File: src/rtl/rv_isa_pkg.sv
// RV32 opcode constants, instruction field positions and the register-usage
// decode helpers shared by the front-end stages.
package rv_isa_pkg;

  localparam logic [6:0] OP     = 7'b0110011;
  localparam logic [6:0] OP_IMM = 7'b0010011;
  localparam logic [6:0] LOAD   = 7'b0000011;
  localparam logic [6:0] STORE  = 7'b0100011;
  localparam logic [6:0] BRANCH = 7'b1100011;
  localparam logic [6:0] JAL    = 7'b1101111;
  localparam logic [6:0] JALR   = 7'b1100111;
  localparam logic [6:0] LUI    = 7'b0110111;
  localparam logic [6:0] AUIPC  = 7'b0010111;
  localparam logic [6:0] SYSTEM = 7'b1110011;

  localparam int unsigned OPCODE_LSB = 0;
  localparam int unsigned RD_LSB     = 7;
  localparam int unsigned RS1_LSB    = 15;
  localparam int unsigned RS2_LSB    = 20;

  function automatic logic uses_rs1(input logic [6:0] opcode);
    return !(opcode == LUI || opcode == AUIPC || opcode == JAL);
  endfunction

  function automatic logic uses_rs2(input logic [6:0] opcode);
    return (opcode == OP || opcode == STORE || opcode == BRANCH);
  endfunction

  function automatic logic writes_rd(input logic [6:0] opcode, input logic [4:0] rd);
    return !(opcode == STORE || opcode == BRANCH) && (rd != 5'd0);
  endfunction

endpackage

File: src/rtl/reg_scoreboard.sv
// Per-register pending bits with set-over-clear priority and three
// writeback-aware pending lookups.
module reg_scoreboard #(
  parameter int unsigned REG_NUM     = 32,
  parameter int unsigned REG_NUM_BIT = 5
) (
  input  logic                   clk,
  input  logic                   rst_n,
  input  logic                   set_en_i,
  input  logic [REG_NUM_BIT-1:0] set_idx_i,
  input  logic                   wb_clr_en_i,
  input  logic [REG_NUM_BIT-1:0] wb_clr_idx_i,
  input  logic                   fl_clr_en_i,
  input  logic [REG_NUM_BIT-1:0] fl_clr_idx_i,
  input  logic [REG_NUM_BIT-1:0] look_a_i,
  input  logic [REG_NUM_BIT-1:0] look_b_i,
  input  logic [REG_NUM_BIT-1:0] look_c_i,
  output logic                   pend_a_o,
  output logic                   pend_b_o,
  output logic                   pend_c_o
);

  logic [REG_NUM-1:0] pending_q, pending_d;

  // A register being written back this cycle is no longer a hazard.
  function automatic logic eff_pending(input logic [REG_NUM_BIT-1:0] idx);
    return pending_q[idx] && !(wb_clr_en_i && wb_clr_idx_i == idx);
  endfunction

  assign pend_a_o = eff_pending(look_a_i);
  assign pend_b_o = eff_pending(look_b_i);
  assign pend_c_o = eff_pending(look_c_i);

  always_comb begin
    pending_d = pending_q;
    if (wb_clr_en_i) pending_d[wb_clr_idx_i] = 1'b0;
    if (fl_clr_en_i) pending_d[fl_clr_idx_i] = 1'b0;
    if (set_en_i)    pending_d[set_idx_i]    = 1'b1;
    pending_d[0] = 1'b0;
  end

  always_ff @(posedge clk or negedge rst_n) begin
    if (!rst_n) pending_q <= '0;
    else        pending_q <= pending_d;
  end

endmodule

File: src/rtl/operand_fetch.sv
// Decode/operand-fetch stage: reads rs1/rs2 with writeback bypass, stalls on
// RAW/WAW via the scoreboard and holds the result in one output register.
module operand_fetch
  import rv_isa_pkg::*;
#(
  parameter int unsigned DATA_WIDTH  = 32,
  parameter int unsigned REG_NUM     = 32,
  parameter int unsigned REG_NUM_BIT = 5
) (
  input  logic                   clk,
  input  logic                   rst_n,
  input  logic                   in_valid,
  output logic                   in_ready,
  input  logic [31:0]            in_instr,
  input  logic [DATA_WIDTH-1:0]  in_pc,
  output logic [REG_NUM_BIT-1:0] rf_raddr_a,
  output logic [REG_NUM_BIT-1:0] rf_raddr_b,
  input  logic [DATA_WIDTH-1:0]  rf_rdata_a,
  input  logic [DATA_WIDTH-1:0]  rf_rdata_b,
  input  logic                   wb_wen,
  input  logic [REG_NUM_BIT-1:0] wb_waddr,
  input  logic [DATA_WIDTH-1:0]  wb_wdata,
  input  logic                   flush,
  output logic                   out_valid,
  input  logic                   out_ready,
  output logic [DATA_WIDTH-1:0]  out_pc,
  output logic [DATA_WIDTH-1:0]  out_rs1_val,
  output logic [DATA_WIDTH-1:0]  out_rs2_val,
  output logic [31:0]            out_instr,
  output logic [REG_NUM_BIT-1:0] out_rd,
  output logic                   out_rd_wen
);

  logic [6:0]             opcode;
  logic [REG_NUM_BIT-1:0] rs1, rs2, rd;
  logic                   use1, use2, rd_wen;
  logic                   pend1, pend2, pendd, hazard, accept;
  logic [DATA_WIDTH-1:0]  rs1_val, rs2_val;

  logic                   valid_q, valid_d;
  logic [DATA_WIDTH-1:0]  pc_q, rs1_val_q, rs2_val_q;
  logic [31:0]            instr_q;
  logic [REG_NUM_BIT-1:0] rd_q;
  logic                   rd_wen_q;

  assign opcode = in_instr[OPCODE_LSB +: 7];
  assign rs1    = in_instr[RS1_LSB +: REG_NUM_BIT];
  assign rs2    = in_instr[RS2_LSB +: REG_NUM_BIT];
  assign rd     = in_instr[RD_LSB +: REG_NUM_BIT];
  assign use1   = uses_rs1(opcode);
  assign use2   = uses_rs2(opcode);
  assign rd_wen = writes_rd(opcode, rd);

  assign rf_raddr_a = rs1;
  assign rf_raddr_b = rs2;

  function automatic logic [DATA_WIDTH-1:0] sel_operand(
    input logic [REG_NUM_BIT-1:0] rs, input logic [DATA_WIDTH-1:0] rf);
    if (rs == '0)                      return '0;
    else if (wb_wen && wb_waddr == rs) return wb_wdata;
    else                               return rf;
  endfunction

  assign rs1_val = sel_operand(rs1, rf_rdata_a);
  assign rs2_val = sel_operand(rs2, rf_rdata_b);

  reg_scoreboard #(
    .REG_NUM     (REG_NUM),
    .REG_NUM_BIT (REG_NUM_BIT)
  ) u_sb (
    .clk          (clk),
    .rst_n        (rst_n),
    .set_en_i     (accept && rd_wen),
    .set_idx_i    (rd),
    .wb_clr_en_i  (wb_wen && wb_waddr != '0),
    .wb_clr_idx_i (wb_waddr),
    .fl_clr_en_i  (flush && valid_q && rd_wen_q),
    .fl_clr_idx_i (rd_q),
    .look_a_i     (rs1),
    .look_b_i     (rs2),
    .look_c_i     (rd),
    .pend_a_o     (pend1),
    .pend_b_o     (pend2),
    .pend_c_o     (pendd)
  );

  assign hazard   = (use1 && pend1) || (use2 && pend2) || (rd_wen && pendd);
  assign in_ready = !hazard && !flush && (!valid_q || out_ready);
  assign accept   = in_valid && in_ready;

  always_comb begin
    valid_d = valid_q;
    if (accept)                  valid_d = 1'b1;
    else if (out_ready || flush) valid_d = 1'b0;
  end

  always_ff @(posedge clk or negedge rst_n) begin
    if (!rst_n) begin
      valid_q   <= 1'b0;
      pc_q      <= '0;
      rs1_val_q <= '0;
      rs2_val_q <= '0;
      instr_q   <= '0;
      rd_q      <= '0;
      rd_wen_q  <= 1'b0;
    end else begin
      valid_q <= valid_d;
      if (accept) begin
        pc_q      <= in_pc;
        rs1_val_q <= rs1_val;
        rs2_val_q <= rs2_val;
        instr_q   <= in_instr;
        rd_q      <= rd;
        rd_wen_q  <= rd_wen;
      end
    end
  end

  assign out_valid   = valid_q;
  assign out_pc      = pc_q;
  assign out_rs1_val = rs1_val_q;
  assign out_rs2_val = rs2_val_q;
  assign out_instr   = instr_q;
  assign out_rd      = rd_q;
  assign out_rd_wen  = rd_wen_q;

endmodule

File: config.mk
export PLATFORM = sky130hd
export DESIGN_NAME = operand_fetch
export DESIGN_NICKNAME = d
export VERILOG_FILES = /design/src/rtl/rv_isa_pkg.sv /design/src/rtl/reg_scoreboard.sv /design/src/rtl/operand_fetch.sv
export SDC_FILE = /design/constraint.sdc
export NUM_CORES = 1
export LEC_CHECK = 0
export ABC_AREA = 1
export BUFFER_PORTS_ARGS = -buffer_cell sky130_fd_sc_hd__clkbuf_2
export CORE_MARGIN = 8
export CORE_UTILIZATION = 51
export CTS_CLUSTER_SIZE = 10
export DETAILED_ROUTE_END_ITERATION = 10
export GPL_ROUTABILITY_DRIVEN = 0
export PLACE_DENSITY = 0.8
export SETUP_SLACK_MARGIN = 0.02
export SYNTH_ARGS = -nofsm -noshare
export SYNTH_HDL_FRONTEND = slang
export SYNTH_HIERARCHICAL = 1
export SYNTH_SLANG_ARGS = --single-unit
File: constraint.sdc
create_clock -name clk -period 2.5 [get_ports clk]
set_clock_uncertainty 0.1 [all_clocks]
set_input_delay 0.5 -clock clk [delete_from_list [all_inputs] [get_ports clk]]
set_output_delay 0.5 -clock clk [all_outputs]
set_load 0.005 [all_outputs]
==> metrics.cfg, run 1 <==
[drt]
vias=11073
drc_errors=0
ant_nets=0
viasPerCell=5.37
drtIter0Drc=1034
firstDrtPassIters=8
finalWirelength_um=36500
wl_per_cell_um=17.7

[floorplanning]
dieArea_um2=23200
io_pins=317
core_um2=18500
row_count=50
die_h_um=152
die_x_um=152
initial_core_util_pct=51.2

[power_and_ir_drop]
clkPwrFrac_pct=29.2
p_comb_share_pct=30.4
leakagePower_uw=0.00790
total_power_uw=9470
vdd_drop_max_uv=501
switchingPower_uw=3240
p_int_uw=6220
power_density_nw_per_um2=719
pwr-share-seq_pct=40.3
switching_share_pct=34.2

[placed_design]
portBuffers=316
hpwl_um=25400

[synth]
synth-main-ff-cell=dfrtp_1
syn_avg_cell_area_um2=6.67
synth_cell_type_count=23
ys_ff_latch=161
yosysSeqAreaShare_pct=42.6
yosys_warnings=6
synth-edff-count=0
synthesis.instances=1418
syn_nets=1589
async_reset_ff_share_pct=100
synthesis.area_um2=9460

[critical_path]
r2r-end=u_sb/pending_q[3]$_DFF_PN0_
endpoint_kind=primary output
path_class=flop to primary output
path_max_fanout=3
cp_slowest_cell=dfrtp_1
cp-start-kind=flop
critPathArrivalTime_ns=2.16
crit_path_end=in_ready
regToRegStartpoint=u_sb/pending_q[14]$_DFF_PN0_
r2r_slack_ns=-0.25
r2r_cells=20
crit_chain=inv_2 > buf_4 > nand2_1 > nand3_1 > nand3_1 > nand3_1 > nand3_1 > nand2_1 > nor2_4 > nand2_2 > nand3_2 > buf_6 > inv_4 > buf_6
path_common_cell=nand3_1
critPathMaxStageDelay_ns=0.40
crit_start=u_sb/pending_q[14]$_DFF_PN0_
required_ns=1.90

[flow_run]
maxCapViolations=0

[timing]
fin_ws_ns=-0.264
finalSetupViolCount=160
min_period_ns=2.76
hold_viol=0
slew_violations=0
tns_ns=-22.99
worst_pin_slew_ns=0.672
fmax_mhz=362
slew_headroom_pct=55.2
fin_crit_sh_pct=111
rsz0062_at_grt=yes

[status]
violations=setup timing
outcome=finished with violations

[clock_tree]
cts_buffers=17
insertion_delay_ns=0.42
path_clk_slew_ns=0.07
cts_root_buf=clkbuf_16
tritoncts=built
htreeDepth=4
cts_buffer_depth=2
cts.sinks=161

[grt]
grt_max_degree=65
grt_usage_pct=28.6
antenna_found_initial=2
grt_first_pass_wirelength_um=54000
first_global_vias=10275
grt_overflow=0

[cells_and_area]
nNetsFinal=1985
utilization_pct=71.3
area_growth_pct=39.2
final_common_cell=nand2_1
layout-drive-gt1-share_pct=30.6
mostFrequentLayoutCells=nand2_1 (654), clkbuf_2 (314), nor2_1 (158), dfrtp_1 (158), inv_1 (122)

[hold_path]
hold_class=primary input to flop
min_from=in_instr[27]

## per-layer routing
metal / routed length, um / up-vias / GRT usage [%]
li1: - / 5173 / -
met1: 13200 / 5038 / 33.8
met2: 17500 / 712 / 48.3
met3: 3930 / 148 / 7.97
met4: 1850 / 2 / 12.1
met5: 8 / - / 0
## power by group through the flow
stage                     clock, uW  sequential (uW)  combinational (uW)
after floorplan                   0             3810                1160
after global placement            0             3800                2580
after detailed placement          0             3810                2680
after CTS                      2790             3800                2720
after global routing           2910             3890                3180
final                          2770             3820                2880
## worst min-delay path by stage
stage | end | slack, ns | cells after the start
floorplan | out_instr[0]$_DFFE_PN0P_ | 0.10 | 0
global placement | out_instr[30]$_DFFE_PN0P_ | 0.36 | 1
detailed placement | out_pc[23]$_DFFE_PN0P_ | 0.36 | 2
CTS | out_instr[27]$_DFFE_PN0P_ | 0.16 | 3
global route | out_instr[29]$_DFFE_PN0P_ | 0.16 | 3
finish | out_instr[27]$_DFFE_PN0P_ | 0.17 | 3
## cell usage after synthesis, types with 3 or more instances
library cell | count | area share, %
a21oi_1 | 8 | 0.42
buf_2 | 13 | 0.69
buf_4 | 29 | 2.3
buf_6 | 15 | 1.8
clkbuf_1 | 15 | 0.60
dfrtp_1 | 161 | 43
inv_1 | 140 | 5.6
inv_2 | 3 | 0.12
nand2_1 | 658 | 26
nand3_1 | 107 | 5.7
nor2_1 | 167 | 6.6
nor3_1 | 5 | 0.26
o211ai_1 | 6 | 0.48
o21ai_0 | 39 | 2.1
o221ai_1 | 31 | 2.9
o22ai_1 | 10 | 0.66
## cell type report
type                    count  area, um2
inverters                 143        542
well taps                 234        293
multi-input cells        1038       4520
clock buffers              17        425
fillers                  1468       5290
diodes                      1       2.50
clock inverters            15        199
flip-flops and latches    161       4030
repair buffers            453       3160
## logic make-up (layout without fill, tap and decap cells)
logic type | count (synthesis) | after routing | share of synthesized area (%)
AO/OA/AOI/OAI | 95 | 95 | 6.58
buffers and inverters | 219 | 628 | 11.7
flip-flops | 161 | 161 | 42.6
other | 0 | 1 | 0
AND/OR/NAND/NOR | 943 | 943 | 39.2
## flip-flops by register name, indices dropped and copies added (netlist names)
| signal | flops |
|---|---|
| out_rs1_val | 32 |
| out_rs2_val | 32 |
| out_rd_wen | 1 |
| out_instr | 32 |
| u_sb/pending_q | 31 |
| out_valid | 1 |
| out_pc | 32 |
## metrics by stage
step	worst slack (ns)	area, um2	instances	hold slack, ns
after floorplan	0.0472	9460	1418	0.104
after global routing	-0.409	13200	2062	0.164
after detailed placement	-0.271	11700	1991	0.364
after global placement	-0.288	11700	1991	0.358
final	-0.264	13200	2062	0.166
after CTS	-0.207	12500	2031	0.155
## critical path: cells and delay by family (launching register included)
family	cells	cell delay, ns
and+or+nand+nor	9	0.89
buffers and inverters	5	0.43
DFF	1	0.40
## repair_timing
action                                  4_1_cts  5_1_grt
gates cloned                                  0       15
endpoints found under the hold margin        39        0
pin swaps                                    10       15
hold buffers                                  1        0
buffers inserted                              7       17
gates resized for setup                      53       84
endpoints found under the setup margin        1      161
(Power assumes the default switching activity.)
==> inputs of run 2 (changes only) <==
--- a/config.mk
+++ b/config.mk
@@ -5,14 +5,13 @@
 export SDC_FILE = /design/constraint.sdc
 export NUM_CORES = 1
 export LEC_CHECK = 0
-export ABC_AREA = 1
 export BUFFER_PORTS_ARGS = -buffer_cell sky130_fd_sc_hd__clkbuf_2
 export CORE_MARGIN = 8
-export CORE_UTILIZATION = 51
+export CORE_UTILIZATION = 50
 export CTS_CLUSTER_SIZE = 10
 export DETAILED_ROUTE_END_ITERATION = 10
 export GPL_ROUTABILITY_DRIVEN = 0
-export PLACE_DENSITY = 0.8
+export PLACE_DENSITY = 0.81
 export SETUP_SLACK_MARGIN = 0.02
 export SYNTH_ARGS = -nofsm -noshare
 export SYNTH_HDL_FRONTEND = slang
==> metrics.cfg, run 2 <==
[critical_path]
path_class=flop to flop
r2r_slack_ns=-0.59  ; -0.34 ns
crit_family=compound AO/OA/AOI/OAI gates
critPathMaxStageDelay_ns=0.47  ; +0.07 ns
cp_slowest_cell=mux4_2
cp-start-kind=flop
path_max_fanout=21  ; +18
critPathBufInv=4  ; -1
required_ns=2.72  ; +0.82 ns
crit_chain=mux4_2 > mux2i_1 > nor2b_1 > o311a_1 > nand2_1 > o311a_1 > buf_4 > o2111ai_4 > buf_12 > buf_12 > buf_16 > o31ai_1
critPathArrivalTime_ns=3.30  ; +1.14 ns
endpoint_kind=flop

[clock_tree]
cts_root_buf=clkbuf_16
cts.sinks=161  ; unchanged
cts_buffers=17  ; unchanged
cts_buffer_depth=2  ; unchanged
htreeDepth=4  ; unchanged
path_clk_slew_ns=0.07  ; about the same
insertion_delay_ns=0.43  ; about the same
tritoncts=built

[power_and_ir_drop]
switchingPower_uw=3090  ; -4.7%
power_density_nw_per_um2=740  ; +2.9%
p_int_uw=6380  ; +2.6%
leakagePower_uw=0.00605  ; -23%
switching_share_pct=32.6  ; -1.6 points
p_comb_share_pct=32.2  ; +1.8 points
clkPwrFrac_pct=27.4  ; -1.8 points
vdd_drop_max_uv=477  ; -4.8%
total_power_uw=9480  ; about the same
pwr-share-seq_pct=40.5  ; +0.2 points

[synth]
synth_top_cell_by_area=dfrtp_1
ys_ff_latch=161  ; unchanged
yosysMostFrequentCell=dfrtp_1
synth_common_cells=dfrtp_1 (161), nand2_1 (91), mux2i_1 (66)
syn_nets=912  ; -43%
yosys_warnings=6  ; unchanged
synthesis.area_um2=8650  ; -8.5%
synth_top_area_share_pct=46.6  ; +3.9 points
synthesis.instances=741  ; -48%
syn_avg_cell_area_um2=11.7  ; +75%
async_reset_ff_share_pct=100  ; unchanged
synth-edff-count=0  ; unchanged
synthTopCellsByArea=dfrtp_1 (47%), mux2i_1 (7.6%), mux2_2 (6.5%), o31ai_1 (5.6%), nand2_1 (3.9%)
synth_cell_type_count=59  ; +160%
synth-main-ff-cell=dfrtp_1
yosysSeqAreaShare_pct=46.6  ; +3.9 points

[cells_and_area]
utilization_pct=74.8  ; +3.5 points
multiInputGateArea_um2=4930  ; +9.2%
nNetsFinal=1302  ; -34%
fillCellCount=1083  ; -26%
final_common_cell=clkbuf_2
final_cells=1373  ; -33%
ff_latch_area_um2=4030  ; about the same
area_growth_pct=48.0
layout-drive-gt1-share_pct=54.7  ; +24 points
mostFrequentLayoutCells=clkbuf_2 (314), dfrtp_1 (161), nand2_1 (82)

[drt]
highest_layer=met4
vias=8350  ; -25%
firstDrtPassIters=5  ; -3
drtIter0Drc=687  ; -34%
ant_nets=0  ; unchanged
wl_per_cell_um=24.0  ; +36%
wl_met2_um=16900  ; -3.2%
finalWirelength_um=33000  ; -9.4%
drc_errors=0  ; unchanged
drt-met1-wl_um=11800  ; -11%
viasPerCell=6.08  ; +13%
routed-wl-met3_um=3070  ; -22%

[timing]
whs_ns=0.182  ; +0.0156 ns
fin_crit_sh_pct=123  ; +13 points
fmax_mhz=324  ; -10%
slew_headroom_pct=55.2  ; about the same
hold_viol=0  ; unchanged
slew_violations=0  ; unchanged
fin_ws_ns=-0.587  ; -0.323 ns
rsz0062_at_grt=yes
worst_pin_slew_ns=0.671  ; -0.00126 ns
finalSetupViolCount=162  ; +1.3%
min_period_ns=3.09  ; +0.323 ns
tns_ns=-75.43  ; -52.44 ns

[floorplanning]
io_pins=317  ; unchanged
core_um2=17100  ; -7.3%
die_x_um=148  ; -3.0%
die_h_um=148  ; -3.0%
dieArea_um2=21800  ; -6.0%
initial_core_util_pct=50.6  ; -0.68 points
row_count=48  ; -4.0%

[grt]
grt_overflow=0  ; unchanged
grt_usage_pct=27.9  ; -0.72 points
grt_first_pass_wirelength_um=47900  ; -11%
grt_max_degree=67  ; +3.1%
first_global_vias=8569  ; -17%
antenna_found_initial=4  ; +2

[placed_design]
hpwl_um=22600  ; -11%
portBuffers=316  ; unchanged
placed_cells=1318  ; -34%

[status]
violations=setup timing
outcome=finished with violations

[hold_path]
hold_class=primary input to flop

[flow_run]
maxCapViolations=0  ; unchanged

==> run 2: cell count changes in the layout (fill, tap and decap cells not counted), sizes merged, moves of 15 or more <==
cell	before	now
nand2	658	91
o221ai	31	1
o31ai	0	64
mux2i	0	66
nor2	168	7
a22o	0	15
a22oi	0	15
o21ai	39	18
inv	148	10
mux4	0	19
mux2	0	71
nand3	109	9
==> run 2: path summary, 6_finish.rpt <==
kind	from	end	depth (start not counted)
max in group asynchronous	rst_n	out_instr[17]$_DFFE_PN0P_	3
min in group asynchronous	rst_n	out_pc[28]$_DFFE_PN0P_	2
worst min-delay path	in_instr[29]	out_instr[29]$_DFFE_PN0P_	2
worst max-delay path	u_sb/pending_q[14]$_DFF_PN0_	out_rs2_val[27]$_DFFE_PN0P_	12
worst min register to register	out_rs1_val[22]$_DFFE_PN0P_	out_rs1_val[22]$_DFFE_PN0P_	2
worst max register to register	u_sb/pending_q[14]$_DFF_PN0_	out_rs2_val[27]$_DFFE_PN0P_	12
==> run 2: layout make-up <==
cell class | count | area share [%]
sequential | 161 | 31.5
multi-input combinational | 509 | 38.5
clock buffer | 20 | 3.57
tap | 225 | 2.20
inverter | 4 | 0.117
timing repair buffer | 438 | 23.1
clock inverter | 12 | 0.938
antenna | 4 | 0.0782
==> run 2: metal layers <==
| layer | track usage (%) | vias up |
|---|---|---|
| met1 | 33.0 | 4136 |
| li1 | - | 3576 |
| met5 | 0 | - |
| met2 | 47.8 | 544 |
| met4 | 11.8 | 0 |
| met3 | 6.60 | 94 |
==> run 2: power groups by stage <==
stage	Clock [uW]	Sequential (uW)	Combinational, uW
after floorplan	0	3760	1120
after global placement	0	3770	2420
after detailed placement	0	3820	2500
after CTS	2600	3780	2820
after global routing	2730	3900	3250
final	2590	3840	3050
==> run 2: kinds of logic (layout without fill, tap and decap cells) <==
kind of cell,Yosys count,in the layout,synth area share [%]
buffers and inverters,71,474,4.90
flip-flops,161,161,46.6
AND/OR/NAND/NOR,179,179,10.9
AO/OA/AOI/OAI,149,149,13.0
multiplexers,156,156,22.1
XOR/XNOR,25,25,2.53
other,0,4,0
==> run 2: through the flow <==
| step | worst slack [ns] | cell area, um2 |
|---|---|---|
| 2_1_floorplan | -0.605 | 8750 |
| 3_3_place_gp | -0.920 | 11100 |
| 3_5_place_dp | -0.915 | 11100 |
| 4_1_cts | -0.584 | 12400 |
| 5_1_grt | -0.677 | 12800 |
| 6_report | -0.587 | 12800 |
==> run 2: what timing repair did <==
item / 4_1_cts / 5_1_grt
setup buffers: 9 / 1
endpoints found under the hold margin: 43 / 0
cloned: 6 / 4
hold buffers: 1 / 0
pin swaps: 14 / 9
endpoints found under the setup margin: 162 / 162
resized for setup: 121 / 59
==> inputs of run 3 (changes only) <==
--- a/config.mk
+++ b/config.mk
@@ -7,11 +7,11 @@
 export LEC_CHECK = 0
 export BUFFER_PORTS_ARGS = -buffer_cell sky130_fd_sc_hd__clkbuf_2
 export CORE_MARGIN = 8
-export CORE_UTILIZATION = 50
+export CORE_UTILIZATION = 45
 export CTS_CLUSTER_SIZE = 10
 export DETAILED_ROUTE_END_ITERATION = 10
 export GPL_ROUTABILITY_DRIVEN = 0
-export PLACE_DENSITY = 0.81
+export PLACE_DENSITY = 0.77
 export SETUP_SLACK_MARGIN = 0.02
 export SYNTH_ARGS = -nofsm -noshare
 export SYNTH_HDL_FRONTEND = slang
==> constraint.sdc (replaced) <==
create_clock -name clk -period 2.8 [get_ports clk]
set_clock_uncertainty 0.1 [all_clocks]
set_input_delay 0.56 -clock clk [delete_from_list [all_inputs] [get_ports clk]]
set_output_delay 0.56 -clock clk [all_outputs]
set_load 0.005 [all_outputs]
==> metrics.cfg, run 3 (same netlist as run 2, synthesis figures left out) <==
[drt]
firstDrtPassIters=6  ; +1
vias=8861  ; +6.1%
viasPerCell=6.29  ; +3.4%
wl_per_cell_um=27.6  ; +15%
drtIter0Drc=916  ; +33%
ant_nets=0  ; unchanged
finalWirelength_um=38800  ; +18%
drc_errors=0  ; unchanged

[timing]
fmax_mhz=310
rsz0062_at_grt=yes
slew_headroom_pct=58.6  ; +3.4 points
hold_viol=0  ; unchanged
slew_violations=0  ; unchanged
min_period_ns=3.22
finalSetupViolCount=162  ; unchanged
fin_crit_sh_pct=115
worst_pin_slew_ns=0.620  ; -0.0515 ns
fin_ws_ns=-0.425  ; +0.162 ns

[critical_path]
crit_start=u_sb/pending_q[20]$_DFF_PN0_
critPathArrivalTime_ns=2.56  ; -0.74 ns
required_ns=2.14  ; -0.58 ns
crit_path_end=in_ready
cp_slowest_cell=mux4_1
path_max_fanout=3  ; -86%
crit_chain=mux4_1 > o32ai_1 > o32ai_1 > buf_4 > inv_2 > buf_4 > o211a_1 > buf_2
path_class=flop to primary output
r2r_slack_ns=-0.37  ; +0.22 ns
endpoint_kind=primary output
r2r-end=u_sb/pending_q[28]$_DFF_PN0_
regToRegStartpoint=u_sb/pending_q[23]$_DFF_PN0_
critPathMaxStageDelay_ns=0.57  ; +0.10 ns
cp-start-kind=flop
r2r_cells=12  ; unchanged

[grt]
grt_usage_pct=30.8  ; +2.9 points
first_global_vias=9318  ; +8.7%
grt_max_degree=60  ; -10%
grt_first_pass_wirelength_um=56800  ; +19%
grt_overflow=0  ; unchanged
antenna_found_initial=4  ; unchanged

[status]
outcome=finished with violations
violations=setup timing

[placed_design]
portBuffers=316  ; unchanged
hpwl_um=23400  ; +3.3%
placed_cells=1327  ; +0.68%
place_area_um2=11000  ; -0.24%

[hold_path]
hold_depth=2  ; unchanged
hold_class=primary input to flop

[clock_tree]
path_clk_slew_ns=0.07  ; about the same
tritoncts=built
cts_root_buf=clkbuf_16
insertion_delay_ns=0.44  ; about the same
cts.sinks=161  ; unchanged
cts_buffers=17  ; unchanged
cts_buffer_depth=2  ; unchanged
htreeDepth=4  ; unchanged

[cells_and_area]
layout-drive-gt1-share_pct=61.5  ; +6.8 points
nNetsFinal=1330  ; +2.2%
stdcell_area_um2=13900  ; +8.8%
final_common_cell=clkbuf_2
mostFrequentLayoutCells=clkbuf_2 (314), dfrtp_1 (161), buf_4 (85)
area_growth_pct=61.0
final_cells=1409  ; +2.6%

[floorplanning]
initial_core_util_pct=46.1  ; -4.4 points
core_um2=18800  ; +9.6%
die_h_um=155  ; +4.8%
die_x_um=155  ; +4.8%
io_pins=317  ; unchanged
dieArea_um2=23900  ; +9.9%
row_count=50  ; +4.2%

[power_and_ir_drop]
vdd_drop_max_uv=448  ; -6.0%
power_density_nw_per_um2=657  ; -11%
leakagePower_uw=0.00662  ; +9.4%
total_power_uw=9150  ; -3.4%

[flow_run]
maxCapViolations=0  ; unchanged

[run 3: critical path, delay by kind of cell, from the launching register on]
kind                   cells  cell delay [ns]
AO/OA/AOI/OAI              3             0.69
buffers and inverters      4             0.46
flip-flops                 1             0.41
multiplexers               1             0.57
[run 3: per-layer routing]
metal | global-route usage [%] | vias up | share of wire (%)
met1 | 34.9 | 4382 | 35
li1 | - | 3649 | -
met3 | 7.52 | 179 | 8.7
met5 | 0 | - | 0
met4 | 18.9 | 0 | 6.5
met2 | 51.8 | 651 | 50
[run 3: final cells by class]
| type | instances | area [um2] |
|---|---|---|
| timing repair buffer | 466 | 3510 |
| fill | 1114 | 4840 |
| clock buffer | 18 | 439 |
| clock inverter | 13 | 154 |
| inverter | 4 | 15.0 |
| tap | 234 | 293 |
| sequential | 161 | 4030 |
| multi-input combinational | 509 | 5480 |
| antenna | 4 | 10.0 |
[run 3: how the worst min path moves through the flow]
stage	from	end	slack, ns
2_1_floorplan	rst_n	out_instr[0]$_DFFE_PN0P_	0.16
3_3_place_gp	out_rs1_val[21]$_DFFE_PN0P_	out_rs1_val[21]$_DFFE_PN0P_	0.36
3_5_place_dp	out_rs1_val[22]$_DFFE_PN0P_	out_rs1_val[22]$_DFFE_PN0P_	0.37
4_1_cts	flush	out_valid$_DFFE_PN0P_	0.22
5_1_grt	in_pc[16]	out_pc[16]$_DFFE_PN0P_	0.24
6_report	flush	out_valid$_DFFE_PN0P_	0.25
[run 3: timing repair]
action,CTS,global route
pin swaps,82,7
endpoints found under the hold margin,1,0
gates cloned,19,0
buffers inserted,26,2
setup endpoints to repair,158,162
resized for setup,308,34
hold buffers,1,0
[run 3: where the power goes]
part / total [uW] / switching (uW) / internal [uW]
Clock: 2410 / 1060 / 1350
Sequential: 3540 / 606 / 2930
Combinational: 3210 / 1440 / 1770
[run 3: per-stage QoR]
stage | setup TNS [ns] | worst slack, ns | hold slack (ns) | utilization, %
2_1_floorplan | -25.53 | -0.365 | 0.164 | -
3_3_place_gp | -84.92 | -0.614 | 0.359 | 58.8
3_5_place_dp | -89.64 | -0.683 | 0.367 | 58.8
4_1_cts | -36.84 | -0.403 | 0.222 | 72.9
5_1_grt | -63.88 | -0.537 | 0.243 | 74.2
6_report | -44.02 | -0.425 | 0.250 | 74.2
